[config.mk]
export PLATFORM = sky130hd
export DESIGN_NAME = i2c_target_regs
export DESIGN_NICKNAME = d
export VERILOG_FILES = /design/src/rtl/i2c_target_regs.sv
export SDC_FILE = /design/constraint.sdc
export NUM_CORES = 1
export LEC_CHECK = 0
export BUFFER_PORTS_ARGS = -buffer_cell sky130_fd_sc_hd__buf_2
export CORE_MARGIN = 4
export CORE_UTILIZATION = 40
export DETAILED_ROUTE_END_ITERATION = 12
export PLACE_DENSITY = 0.66
export SLEW_MARGIN = 40
export SYNTH_ARGS = -nofsm -noshare
export SYNTH_HDL_FRONTEND = slang
export SYNTH_SLANG_ARGS = --single-unit
[constraint.sdc]
create_clock -name wb_clk_i -period 2.4 [get_ports wb_clk_i]
set_clock_uncertainty 0.2 [all_clocks]
set_input_delay 0.12 -clock wb_clk_i [delete_from_list [all_inputs] [get_ports wb_clk_i]]
set_output_delay 0.12 -clock wb_clk_i [all_outputs]
set_load 0.02 [all_outputs]
[src/rtl/i2c_target_regs.sv]
// I2C target with a small register file: oversampled SCL/SDA, START/STOP decode,
// 7-bit address match, pointer byte then auto-incrementing data writes or reads.
module i2c_target_regs #(
    parameter logic [6:0] TGT_ADDR = 7'h3C,
    parameter int         NREGS    = 8,
    parameter int         FILTER   = 3,
    localparam int        PW       = (NREGS > 1) ? $clog2(NREGS) : 1
) (
    input  logic          wb_clk_i,
    input  logic          arst_i,
    input  logic          scl_pad_i,
    output logic          scl_pad_o,
    output logic          scl_padoen_o,
    input  logic          sda_pad_i,
    output logic          sda_pad_o,
    output logic          sda_padoen_o,
    input  logic [PW-1:0] reg_rd_addr,
    output logic [7:0]    reg_rd_data,
    output logic          wr_stb,
    output logic [PW-1:0] wr_addr,
    output logic [7:0]    wr_data,
    output logic          busy
);

    localparam int FW = (FILTER > 1) ? $clog2(FILTER) + 1 : 1;

    typedef enum logic [3:0] {
        IDLE, ADDR, A_ACK, PTR, P_ACK, WDATA, W_ACK, RDATA, M_ACK
    } state_t;

    logic [1:0]    scl_s_q, sda_s_q;
    logic [FW-1:0] scl_cnt_q, sda_cnt_q;
    logic          scl_f_q, sda_f_q, scl_fd_q, sda_fd_q;

    state_t        state_q, state_d;
    logic [2:0]    bit_cnt_q, bit_cnt_d;
    logic [7:0]    shift_q, shift_d;
    logic [PW-1:0] ptr_q, ptr_d, ptr_inc;
    logic          sda_oe_q, sda_oe_d;
    logic          busy_q, busy_d;
    logic          wr_stb_q, wr_stb_d;
    logic [PW-1:0] wr_addr_q, wr_addr_d;
    logic [7:0]    wr_data_q, wr_data_d;
    logic          reg_we;
    logic [7:0]    regs_q [NREGS];

    logic       scl_rise, scl_fall, sda_rise, sda_fall, start_det, stop_det;
    logic [7:0] byte_in;

    // Synchronizer, glitch filter and edge-delay registers; idle bus level is 1
    always_ff @(posedge wb_clk_i or negedge arst_i) begin
        if (!arst_i) begin
            scl_s_q   <= 2'b11;
            sda_s_q   <= 2'b11;
            scl_cnt_q <= '0;
            sda_cnt_q <= '0;
            scl_f_q   <= 1'b1;
            sda_f_q   <= 1'b1;
            scl_fd_q  <= 1'b1;
            sda_fd_q  <= 1'b1;
        end else begin
            scl_s_q  <= {scl_s_q[0], scl_pad_i};
            sda_s_q  <= {sda_s_q[0], sda_pad_i};
            scl_fd_q <= scl_f_q;
            sda_fd_q <= sda_f_q;
            if (scl_s_q[1] == scl_f_q) begin
                scl_cnt_q <= '0;
            end else if (scl_cnt_q == FW'(FILTER - 1)) begin
                scl_f_q   <= scl_s_q[1];
                scl_cnt_q <= '0;
            end else begin
                scl_cnt_q <= scl_cnt_q + FW'(1);
            end
            if (sda_s_q[1] == sda_f_q) begin
                sda_cnt_q <= '0;
            end else if (sda_cnt_q == FW'(FILTER - 1)) begin
                sda_f_q   <= sda_s_q[1];
                sda_cnt_q <= '0;
            end else begin
                sda_cnt_q <= sda_cnt_q + FW'(1);
            end
        end
    end

    assign scl_rise  = scl_f_q & ~scl_fd_q;
    assign scl_fall  = ~scl_f_q & scl_fd_q;
    assign sda_rise  = sda_f_q & ~sda_fd_q;
    assign sda_fall  = ~sda_f_q & sda_fd_q;
    assign start_det = sda_fall & scl_f_q;
    assign stop_det  = sda_rise & scl_f_q;
    assign byte_in   = {shift_q[6:0], sda_f_q};
    assign ptr_inc   = ptr_q + PW'(1);

    always_comb begin
        state_d   = state_q;
        bit_cnt_d = bit_cnt_q;
        shift_d   = shift_q;
        ptr_d     = ptr_q;
        sda_oe_d  = sda_oe_q;
        busy_d    = busy_q;
        wr_stb_d  = 1'b0;
        wr_addr_d = wr_addr_q;
        wr_data_d = wr_data_q;
        reg_we    = 1'b0;
        if (start_det) begin
            state_d   = ADDR;
            bit_cnt_d = '0;
            busy_d    = 1'b1;
            sda_oe_d  = 1'b1;
        end else if (stop_det) begin
            state_d  = IDLE;
            busy_d   = 1'b0;
            sda_oe_d = 1'b1;
        end else begin
            case (state_q)
                ADDR, PTR, WDATA: begin
                    if (scl_rise) begin
                        shift_d   = byte_in;
                        bit_cnt_d = bit_cnt_q + 3'd1;
                        if (bit_cnt_q == 3'd7) begin
                            case (state_q)
                                ADDR: state_d = (byte_in[7:1] == TGT_ADDR) ? A_ACK : IDLE;
                                PTR: begin
                                    ptr_d   = byte_in[PW-1:0];
                                    state_d = P_ACK;
                                end
                                default: begin
                                    reg_we    = 1'b1;
                                    wr_stb_d  = 1'b1;
                                    wr_addr_d = ptr_q;
                                    wr_data_d = byte_in;
                                    ptr_d     = ptr_inc;
                                    state_d   = W_ACK;
                                end
                            endcase
                        end
                    end
                end
                // The first fall in an ACK state starts the ACK, the second one ends it
                A_ACK, P_ACK, W_ACK: begin
                    if (scl_fall) begin
                        if (sda_oe_q) begin
                            sda_oe_d = 1'b0;
                        end else begin
                            bit_cnt_d = '0;
                            if (state_q == A_ACK && shift_q[0]) begin
                                state_d  = RDATA;
                                sda_oe_d = regs_q[ptr_q][7];
                                shift_d  = {regs_q[ptr_q][6:0], 1'b0};
                            end else begin
                                state_d  = (state_q == A_ACK) ? PTR : WDATA;
                                sda_oe_d = 1'b1;
                            end
                        end
                    end
                end
                RDATA: begin
                    if (scl_fall) begin
                        sda_oe_d = shift_q[7];
                        shift_d  = {shift_q[6:0], 1'b0};
                    end
                    if (scl_rise) begin
                        bit_cnt_d = bit_cnt_q + 3'd1;
                        if (bit_cnt_q == 3'd7) state_d = M_ACK;
                    end
                end
                M_ACK: begin
                    if (scl_fall) sda_oe_d = 1'b1;
                    if (scl_rise) begin
                        ptr_d     = ptr_inc;
                        bit_cnt_d = '0;
                        if (sda_f_q) begin
                            state_d = IDLE;
                        end else begin
                            state_d = RDATA;
                            shift_d = regs_q[ptr_inc];
                        end
                    end
                end
                default: ;
            endcase
        end
    end

    always_ff @(posedge wb_clk_i or negedge arst_i) begin
        if (!arst_i) begin
            state_q   <= IDLE;
            bit_cnt_q <= '0;
            shift_q   <= '0;
            ptr_q     <= '0;
            sda_oe_q  <= 1'b1;
            busy_q    <= 1'b0;
            wr_stb_q  <= 1'b0;
            wr_addr_q <= '0;
            wr_data_q <= '0;
            for (int i = 0; i < NREGS; i++) regs_q[i] <= '0;
        end else begin
            state_q   <= state_d;
            bit_cnt_q <= bit_cnt_d;
            shift_q   <= shift_d;
            ptr_q     <= ptr_d;
            sda_oe_q  <= sda_oe_d;
            busy_q    <= busy_d;
            wr_stb_q  <= wr_stb_d;
            wr_addr_q <= wr_addr_d;
            wr_data_q <= wr_data_d;
            if (reg_we) regs_q[ptr_q] <= byte_in;
        end
    end

    assign scl_pad_o    = 1'b0;
    assign scl_padoen_o = 1'b1;
    assign sda_pad_o    = 1'b0;
    assign sda_padoen_o = sda_oe_q;
    assign reg_rd_data  = regs_q[reg_rd_addr];
    assign wr_stb       = wr_stb_q;
    assign wr_addr      = wr_addr_q;
    assign wr_data      = wr_data_q;
    assign busy         = busy_q;

endmodule

==> results of run 1 <==
flip-flops by register name (all words and copies together) (netlist names):
| signal | cells |
|---|---|
| scl_f_q | 1 |
| wr_data | 8 |
| sda_s_q | 2 |
| wr_stb | 1 |
| sda_cnt_q | 3 |
| state_q | 4 |
| bit_cnt_q | 3 |
| sda_f_q | 1 |
| sda_padoen_o | 1 |
| scl_s_q | 2 |
| sda_fd_q | 1 |
| scl_fd_q | 1 |
| scl_cnt_q | 3 |
| busy | 1 |
| wr_addr | 3 |
| shift_q | 8 |
| regs_q | 64 |
| ptr_q | 3 |
critical path, stage by stage, from the launching register on:
cell and delay, ns:
dfrtp_1 0.47, or4b_2 0.81, nand3_1 0.14, a31oi_1 0.05
a2111oi_1 0.44, mux2i_1 0.14
cell usage in the layout, fill, tap and decap left out, drive strengths merged, types with 4 or more instances in the layout:
| cell | Yosys | final |
|---|---|---|
| dfrtp | 101 | 101 |
| mux2 | 95 | 95 |
| buf | 16 | 86 |
| mux4 | 48 | 48 |
| nand2 | 25 | 25 |
| nor2 | 18 | 18 |
| o21ai | 16 | 16 |
| nand3 | 12 | 12 |
| inv | 9 | 12 |
| a21oi | 11 | 11 |
| nor2b | 9 | 9 |
| nand2b | 9 | 9 |
| clkbuf | 26 | 9 |
| dfstp | 9 | 9 |
| nor3 | 9 | 9 |
| a22oi | 8 | 8 |
| mux2i | 7 | 7 |
| o211ai | 5 | 5 |
| and2 | 5 | 5 |
| nor3b | 4 | 4 |
stage by stage:
stage / utilization / hold WS [ns]
2_1_floorplan: - / -0.3756
3_3_place_gp: 0.4582 / -0.03502
6_report: 0.4813 / 0.1195
5_1_grt: 0.4813 / 0.1420
3_5_place_dp: 0.4582 / -0.02994
4_1_cts: 0.4792 / 0.1300
how the worst max path moves through the flow:
stage | to | cells past startpoint | start
floorplan | regs_q[41] | 8 | bit_cnt_q[0]
global placement | sda_padoen_o | 5 | state_q[1]
detailed placement | regs_q[61] | 9 | bit_cnt_q[0]
CTS | sda_padoen_o | 5 | state_q[1]
global route | regs_q[46] | 9 | bit_cnt_q[0]
finish | sda_padoen_o | 5 | state_q[2]
metal layers:
layer | vias to the layer above | global-route usage | routed length, µm
met2 | 140 | 0.2994 | 7845
met4 | 0 | 0.06057 | 337
li1 | 1924 | - | -
met1 | 2230 | 0.2451 | 6572
met3 | 24 | 0.04721 | 825
met5 | - | 0 | 0
power groups by stage:
stage	registers (mW)	clock network, mW	logic [mW]
floorplan	2.21	0	1.27
global placement	2.32	0	1.87
detailed placement	2.33	0	1.91
CTS	2.30	1.47	1.94
global route	2.34	1.56	2.14
finish	2.31	1.43	1.96
cell families after synthesis:
group                      Yosys count
muxes                              150
DFF                                110
and+or+nand+nor                    104
AOI/OAI and AO/OA                   55
buffers and inverters               51
xor gates and xnor gates             6
adders and majority gates            3
other                                2
area by class of cell:
| type | count | area (µm²) | area share |
|---|---|---|---|
| sequential | 110 | 2766 | 0.3767 |
| timing repair buffer | 89 | 694.4 | 0.09455 |
| inverter | 9 | 33.78 | 0.004600 |
| multi-input combinational | 321 | 3317 | 0.4516 |
| clock buffer | 9 | 225.2 | 0.03066 |
| clock inverter | 6 | 43.79 | 0.005963 |
| tap | 211 | 264.0 | 0.03595 |
what timing repair did:
item / 4_1_cts / 5_1_grt
hold buffers: 3 / 0
endpoints found under the setup margin: 40 / 66
gates resized for setup: 1 / 11
setup buffers: 2 / 0
pin swaps: 1 / 0
endpoints found under the hold margin: 41 / 0
==> impl_metrics.csv, run 1 <==
group,metric,value,unit
synthesis,synth_top_family_by_area,"multiplexers",
timing,timing.final.crit_share,0.9756,
layout,n_fill_cell,1362,
timing,hold_violations,0,
die,coreArea,15260,µm²
timing,slew_headroom,0.5899,
power,internal_power,3.629,mW
die,ios,32,
synthesis,synth_area_leader_cell,"dfrtp_1",
synthesis,synth-simple-area-share,0.09730,
synthesis,async_flop_share,1.000,
synthesis,yosysMostFrequentCell,"dfrtp_1",
detailed_routing,drt-pass1-iter-count,5,
layout,final_cells,755,
global_route,grtUsageTotal,0.1849,
job,drv_cap,0,
power,power_frac_seq,0.405,
detailed_routing,wl_per_cell,20.63,µm
place,placed_cell_area,6992,µm²
synthesis,syn_avg_cell_area,13.02,µm²
global_route,grt_pass1_wl,25610,µm
min_path,hold_path.class,"in -> async",
synthesis,yosys-top-cells-count,"dfrtp_1, mux2_2, mux4_2",
die,initial_core_util,0.4104,
clock_tree,htree_levels,3,
clock_tree,insertion_delay,0.36,ns
synthesis,ys_types,53,
synthesis,ys.warnings.count,0,
detailed_routing,drt_wl_total,15580,µm
worst_setup_path,r2r_end,"sda_padoen_o",
detailed_routing,route.antenna.remaining_nets,0,
clock_tree,clk_pin_slew,0.07,ns
power,p_switching,2.059,mW
worst_setup_path,crit_arrival,2.40,ns
layout,diodes,0,
place,place_ws,-0.08205,ns
detailed_routing,vias_per_cell,5.719,
worst_setup_path,r2r-start,"state_q[2]",
worst_setup_path,critPathLaunchType,"flop",
detailed_routing,vias,4318,
worst_setup_path,crit_fanout,7,
die,dieArea,17720,µm²
power,leakage,3.293,nW
synthesis,synthXorXnorAreaFrac,0.008392,
detailed_routing,drc,0,
layout,final_nets,550,
timing,setup_slack,0.05854,ns
die,die_width,133.1,µm
place,io_buffers,28,
clock_tree,clock_sinks,110,
detailed_routing,drtIter0Drc,423,
timing,fin_setup_tns,0,ns
worst_setup_path,r2r_slack,0.06,ns
die,die_h,133.1,µm
clock_tree,root_buffer,"clkbuf_16",
die,rows,45,
clock_tree,cts-buffers-inserted,9,
timing,setup_violations,0,
layout,area_growth,17.28,%
worst_setup_path,end_kind,"flop",
global_route,grt_pass1_vias,4542,
global_route,grt_max_degree,43,
timing,worst_slew_pin_slew,0.6152,ns
layout,layout-drive-gt1-share,0.4926,
synthesis,synth_area,6262,µm²
global_route,grt_overflow_total,0,
place,dp.cells,735,
synthesis,synth_area_leaders,"dfrtp_1, mux4_2, mux2_2, dfstp_2, clkbuf_1",
timing,slew_violations,0,
place,gp_congestion,0.8993,
power,p_comb_frac,0.344,
clock_tree,clockBufferDepth,2,
timing,period_minus_slack,2.341,ns
power,pwr-share-clk,0.251,
synthesis,synthFlopType,"dfrtp_1",
place,dp_hpwl,10790,µm
synthesis,synth_top_area_frac,0.4036,
synthesis,yosysSeqAreaShare,0.4414,
power,ir_worst_vdd,0.0004047,V
synthesis,synth_compound_gate_area_share,0.05694,
timing,rsz0062_at_grt,"yes",
worst_setup_path,required,2.46,ns
layout,postLayoutCellArea,7345,µm²
synthesis,ys_ff_latch,110,
synthesis,synthAdderAreaFrac,0.005994,
worst_setup_path,crit_type,"reg -> reg",
worst_setup_path,rr_worst_depth,5,
power,p_total,5.688,mW
synthesis,muxShareOfSynthArea,0.3546,
synthesis,syn_inst,481,
global_route,antenna_found_initial,0,
outcome,status,"completed",
timing,max_freq,427.1,MHz
synthesis,synth_edf_count,0,
power,switching_share,0.3619,
power,powerDensity,774.4,nW/µm²
clock_tree,cts_tree,"done",
Power figures use the tool's default switching activity.
==> run 2, diff against run 1 <==
--- a/config.mk
+++ b/config.mk
@@ -9,7 +9,7 @@
 export CORE_MARGIN = 4
 export CORE_UTILIZATION = 40
 export DETAILED_ROUTE_END_ITERATION = 12
-export PLACE_DENSITY = 0.66
+export PLACE_DENSITY = 0.64
 export SLEW_MARGIN = 40
 export SYNTH_ARGS = -nofsm -noshare
 export SYNTH_HDL_FRONTEND = slang
==> constraint.sdc (replaced) <==
create_clock -name wb_clk_i -period 3 [get_ports wb_clk_i]
set_clock_uncertainty 0.2 [all_clocks]
set_input_delay 0.15 -clock wb_clk_i [delete_from_list [all_inputs] [get_ports wb_clk_i]]
set_output_delay 0.15 -clock wb_clk_i [all_outputs]
set_load 0.02 [all_outputs]
==> impl_metrics.csv, run 2 (same netlist as run 1, synthesis figures left out) <==
group,metric,value,unit
power,leakage,3.130,nW
timing,max_freq,360.7,MHz
layout,diodes,0,
clock_tree,insertion_delay,0.36,ns
power,p_comb_frac,0.311,
worst_setup_path,r2r_end,"regs_q[42]",
worst_setup_path,rr_worst_depth,7,
detailed_routing,drt-pass1-iter-count,5,
timing,period_minus_slack,2.773,ns
global_route,antenna_found_initial,0,
layout,n_fill_cell,1353,
timing,slew_headroom,0.4469,
power,powerDensity,637.2,nW/µm²
layout,final_common_cell,"dfrtp_1",
clock_tree,clock_sinks,110,
clock_tree,cts-buffers-inserted,9,
worst_setup_path,crit_family,"simple AND/OR/NAND/NOR gates",
clock_tree,cts_setup_buffers,0,
layout,final_nets,518,
detailed_routing,route.antenna.remaining_nets,0,
power,power_frac_seq,0.409,
die,ios,32,
min_path,hold_path.class,"in -> async",
timing,timing.final.crit_share,0.9242,
job,drv_cap,0,
detailed_routing,drtIter0Drc,304,
timing,hold_violations,0,
worst_setup_path,critical-path-max-stage-delay,0.50,ns
clock_tree,clockBufferDepth,2,
worst_setup_path,required,3.04,ns
timing,fin_setup_tns,0,ns
clock_tree,root_buffer,"clkbuf_16",
die,initial_core_util,0.4104,
die,coreArea,15260,µm²
outcome,status,"completed",
global_route,grt_pass1_vias,4359,
layout,regMostFlops,"regs_q",
worst_setup_path,cp.buffers_inverters,0,
die,dieArea,17720,µm²
clock_tree,htree_levels,3,
timing,setup_violations,0,
worst_setup_path,crit_type,"reg -> reg",
place,gp_congestion,0.8897,
global_route,grt_max_degree,70,
global_route,grtUsageTotal,0.1805,
power,p_total,4.517,mW
worst_setup_path,critPathLaunchType,"flop",
power,ir_worst_vdd,0.0003352,V
worst_setup_path,worstPathCellList,"ha_1 > ha_1 > nand4b_2 > nor4_4 > nand2b_1 > nor3b_4 > mux2_2",
worst_setup_path,end_kind,"flop",
worst_setup_path,crit_slowest_cell,"nor3b_4",
timing,whs,0.1590,ns
die,die_width,133.1,µm
timing,setup_slack,0.2273,ns
clock_tree,clk_pin_slew,0.07,ns
place,place_ws,0.2225,ns
worst_setup_path,cp.depth,7,
power,switching_share,0.3642,
layout,post-route-util,0.4645,
place,dp_hpwl,10530,µm
die,rows,45,
worst_setup_path,r2r-start,"bit_cnt_q[0]",
worst_setup_path,crit_fanout,8,
detailed_routing,drt_wl_total,15370,µm
detailed_routing,wl_per_cell,21.23,µm
worst_setup_path,r2r_slack,0.23,ns
layout,area_growth,13.19,%
global_route,grt_pass1_wl,24940,µm
power,p_switching,1.645,mW
layout,layout-drive-gt1-share,0.4503,
global_route,grt_overflow_total,0,
clock_tree,cts_tree,"done",
timing,worst_slew_pin_slew,0.8181,ns
place,io_buffers,28,
worst_setup_path,crit_arrival,2.82,ns
power,pwr-share-clk,0.279,
detailed_routing,drc,0,
timing,slew_violations,0,
worst_setup_path,crit_top_cell,"ha_1",
power,internal_power,2.872,mW
die,die_h,133.1,µm
timing,rsz0062_at_grt,"no",
layout,largest_register_ffs,64,
layout,final_cell_mix,"dfrtp_1, mux2_2, mux4_2",
detailed_routing,vias,4215,
detailed_routing,vias_per_cell,5.822,
run 2: timing repair:
item,4_1_cts,5_1_grt
resized for setup,0,0
hold buffers,3,0
endpoints found under the hold margin,61,0
run 2: layer usage:
layer	wire (µm)	vias up	global-route usage
met5	0	-	0
met4	306	0	0.04971
met3	824	25	0.04721
met2	7693	132	0.2949
met1	6543	2207	0.2401
li1	-	1851	-
run 2: layout make-up:
class                   count  area (µm²)  area share
multi-input cells         321        3288      0.4639
flip-flops and latches    110        2765      0.3901
repair buffers             57       421.7     0.05949
well taps                 211       264.0     0.03725
clock buffers               9       225.2     0.03177
clock inverters             7       90.09     0.01271
inverters                   9       33.78    0.004766
run 2: how the worst max path moves through the flow:
stage	start	to	slack [ns]
6_report	bit_cnt_q[0]	regs_q[42]	0.23
5_1_grt	bit_cnt_q[0]	regs_q[42]	0.08
3_3_place_gp	bit_cnt_q[0]	regs_q[47]	0.29
2_1_floorplan	ptr_q[0]	shift_q[0]	0.48
3_5_place_dp	bit_cnt_q[0]	regs_q[45]	0.22
4_1_cts	bit_cnt_q[0]	regs_q[42]	0.21
run 2: power by group through the flow:
stage	Combinational (mW)	Sequential [mW]	Clock [mW]
after floorplan	1.01	1.77	0
after global placement	1.37	1.86	0
after detailed placement	1.40	1.88	0
after CTS	1.41	1.85	1.31
after global routing	1.54	1.88	1.36
final	1.41	1.85	1.26
run 2: metrics by stage:
stage / area (µm²) / std cells
CTS: 7088 / 724
global placement: 6739 / 705
detailed placement: 6743 / 705
global route: 7088 / 724
floorplan: 6266 / 482
finish: 7088 / 724
==> run 3, diff against run 2 <==
--- a/config.mk
+++ b/config.mk
@@ -5,11 +5,11 @@
 export SDC_FILE = /design/constraint.sdc
 export NUM_CORES = 1
 export LEC_CHECK = 0
-export BUFFER_PORTS_ARGS = -buffer_cell sky130_fd_sc_hd__buf_2
 export CORE_MARGIN = 4
 export CORE_UTILIZATION = 40
 export DETAILED_ROUTE_END_ITERATION = 12
-export PLACE_DENSITY = 0.64
+export DONT_BUFFER_PORTS = 1
+export PLACE_DENSITY = 0.62
 export SLEW_MARGIN = 40
 export SYNTH_ARGS = -nofsm -noshare
 export SYNTH_HDL_FRONTEND = slang
==> impl_metrics.csv, run 3 (same netlist as run 1, synthesis figures left out) <==
group,metric,value,unit
worst_setup_path,crit_arrival,2.83,ns
layout,final_cell_mix,"dfrtp_1, mux2_2, mux4_2",
min_path,hold_path.class,"in -> reg",
die,die_width,133.1,µm
global_route,grt_pass1_vias,4281,
die,initial_core_util,0.4104,
die,rows,45,
clock_tree,clk_pin_slew,0.08,ns
worst_setup_path,critPathLaunchType,"flop",
place,placed_cell_area,6576,µm²
worst_setup_path,end_kind,"flop",
clock_tree,insertion_delay,0.36,ns
global_route,grt_max_degree,111,
clock_tree,cts_setup_buffers,0,
clock_tree,cts-buffers-inserted,9,
global_route,grt_use_met3,0.05665,
detailed_routing,vias_per_cell,5.989,
job,drv_cap,0,
power,p_switching,1.635,mW
timing,max_freq,359.4,MHz
worst_setup_path,crit_type,"reg -> reg",
timing,rsz0062_at_grt,"no",
timing,setup_violations,0,
power,switching_share,0.3628,
timing,period_minus_slack,2.782,ns
power,powerDensity,647.2,nW/µm²
outcome,status,"completed",
timing,fin_setup_tns,0,ns
worst_setup_path,crit_start,"bit_cnt_q[0]",
place,dp.cells,676,
global_route,use_met2,0.2935,
power,p_comb_frac,0.298,
worst_setup_path,crit_fanout,8,
die,dieArea,17720,µm²
global_route,antenna_found_initial,0,
timing,hold_violations,0,
min_path,hold_start,"sda_pad_i",
detailed_routing,wl_per_cell,22.19,µm
detailed_routing,drtIter0Drc,353,
timing,timing.final.crit_share,0.9274,
die,ios,32,
clock_tree,clock_sinks,110,
power,power_frac_seq,0.418,
layout,layout-drive-gt1-share,0.4206,
place,io_buffers,0,
clock_tree,root_buffer,"clkbuf_16",
global_route,grt_pass1_wl,24980,µm
power,leakage,2.999,nW
die,coreArea,15260,µm²
clock_tree,clockBufferDepth,2,
die,die_h,133.1,µm
detailed_routing,drc,0,
layout,area_growth,11.17,%
worst_setup_path,crit_top_cell,"ha_1",
power,pwr-share-clk,0.284,
worst_setup_path,r2r-start,"bit_cnt_q[0]",
worst_setup_path,worstPathCellList,"ha_1 > ha_1 > nand4b_2 > nor4_4 > buf_4 > and2_0 > nand3b_1 > mux2_2",
layout,regMostFlops,"regs_q",
detailed_routing,drt-pass1-iter-count,5,
global_route,grtUsageTotal,0.1818,
timing,worst_slew_pin_slew,0.8061,ns
global_route,grt_overflow_total,0,
clock_tree,htree_levels,3,
clock_tree,cts_tree,"done",
timing,slew_headroom,0.4626,
layout,largest_register_ffs,64,
detailed_routing,vias,4168,
power,internal_power,2.871,mW
detailed_routing,route.antenna.remaining_nets,0,
timing,slew_violations,0,
worst_setup_path,crit_slowest_cell,"mux2_2",
place,dp_hpwl,10400,µm
global_route,grt_use_met1,0.2324,
global_route,grt_busiest_layer,"met2",
layout,n_fill_cell,1371,
worst_setup_path,required,3.04,ns
power,ir_worst_vdd,0.0004072,V
worst_setup_path,critical-path-max-stage-delay,0.40,ns
detailed_routing,drt_wl_total,15440,µm
layout,postLayoutCellArea,6962,µm²
layout,diodes,0,
place,gp_congestion,0.8565,
layout,final_cells,696,
layout,final_nets,490,
layout,final_common_cell,"dfrtp_1",
worst_setup_path,r2r_slack,0.22,ns
run 3: cell count changes in the layout (fill, tap and decap cells not counted), sizes merged:
| cell | change |
|---|---|
| buf | -28 |
| clkinv | +2 |
| clkinvlp | -2 |
run 3: layer usage:
| metal | up-vias | part of all wire |
|---|---|---|
| met4 | 0 | 0.028 |
| met1 | 2165 | 0.41 |
| met2 | 171 | 0.50 |
| met3 | 30 | 0.068 |
| met5 | - | 0 |
| li1 | 1802 | - |
run 3: power by group through the flow:
| stage | Combinational [mW] | Clock [mW] | Sequential [mW] |
|---|---|---|---|
| 3_5_place_dp | 1.28 | 0 | 1.91 |
| 4_1_cts | 1.33 | 1.33 | 1.88 |
| 6_report | 1.34 | 1.28 | 1.88 |
| 3_3_place_gp | 1.27 | 0 | 1.90 |
| 5_1_grt | 1.45 | 1.39 | 1.91 |
| 2_1_floorplan | 1.01 | 0 | 1.77 |
run 3: what timing repair did:
action | CTS | global route
gates resized for setup | 0 | 1
endpoints found under the hold margin | 112 | 0
hold buffers | 4 | 0
endpoints found under the setup margin | 0 | 6
run 3: stage by stage:
stage | hold slack (ns) | power (mW) | utilization | setup WS (ns)
6_report | 0.1345 | 4.506 | 0.4563 | 0.2178
5_1_grt | 0.1254 | 4.754 | 0.4563 | 0.006819
4_1_cts | 0.1212 | 4.541 | 0.4561 | 0.1389
3_5_place_dp | -0.3419 | 3.189 | 0.4310 | 0.1305
3_3_place_gp | -0.3406 | 3.166 | 0.4310 | 0.2389
2_1_floorplan | -0.3456 | 2.783 | - | 0.4799
run 3: worst paths after layout:
path / to / depth (start not counted)
worst max-delay path: regs_q[16] / 8
worst min-delay path: sda_s_q[0] / 1
worst max register to register: regs_q[16] / 8
worst min register to register: sda_s_q[1] / 0
max in group asynchronous: regs_q[58] / 2
min in group asynchronous: ptr_q[1] / 2
run 3: layout make-up:
class / count / area, µm² / area share
Multi-Input combinational cell: 321 / 3291 / 0.4727
Sequential cell: 110 / 2765 / 0.3972
Timing Repair Buffer: 29 / 282.8 / 0.04062
Tap cell: 211 / 264.0 / 0.03792
Clock buffer: 9 / 225.2 / 0.03235
Clock inverter: 7 / 100.1 / 0.01438
Inverter: 9 / 33.78 / 0.004853
run 3: critical path: cells and delay by family (launching register included):
family	cells	cell delay, ns
AND/OR/NAND/NOR	4	1.09
multiplexers	1	0.40
adder cells (fa/ha/maj)	2	0.38
flip-flops	1	0.37
buffers and inverters	1	0.22
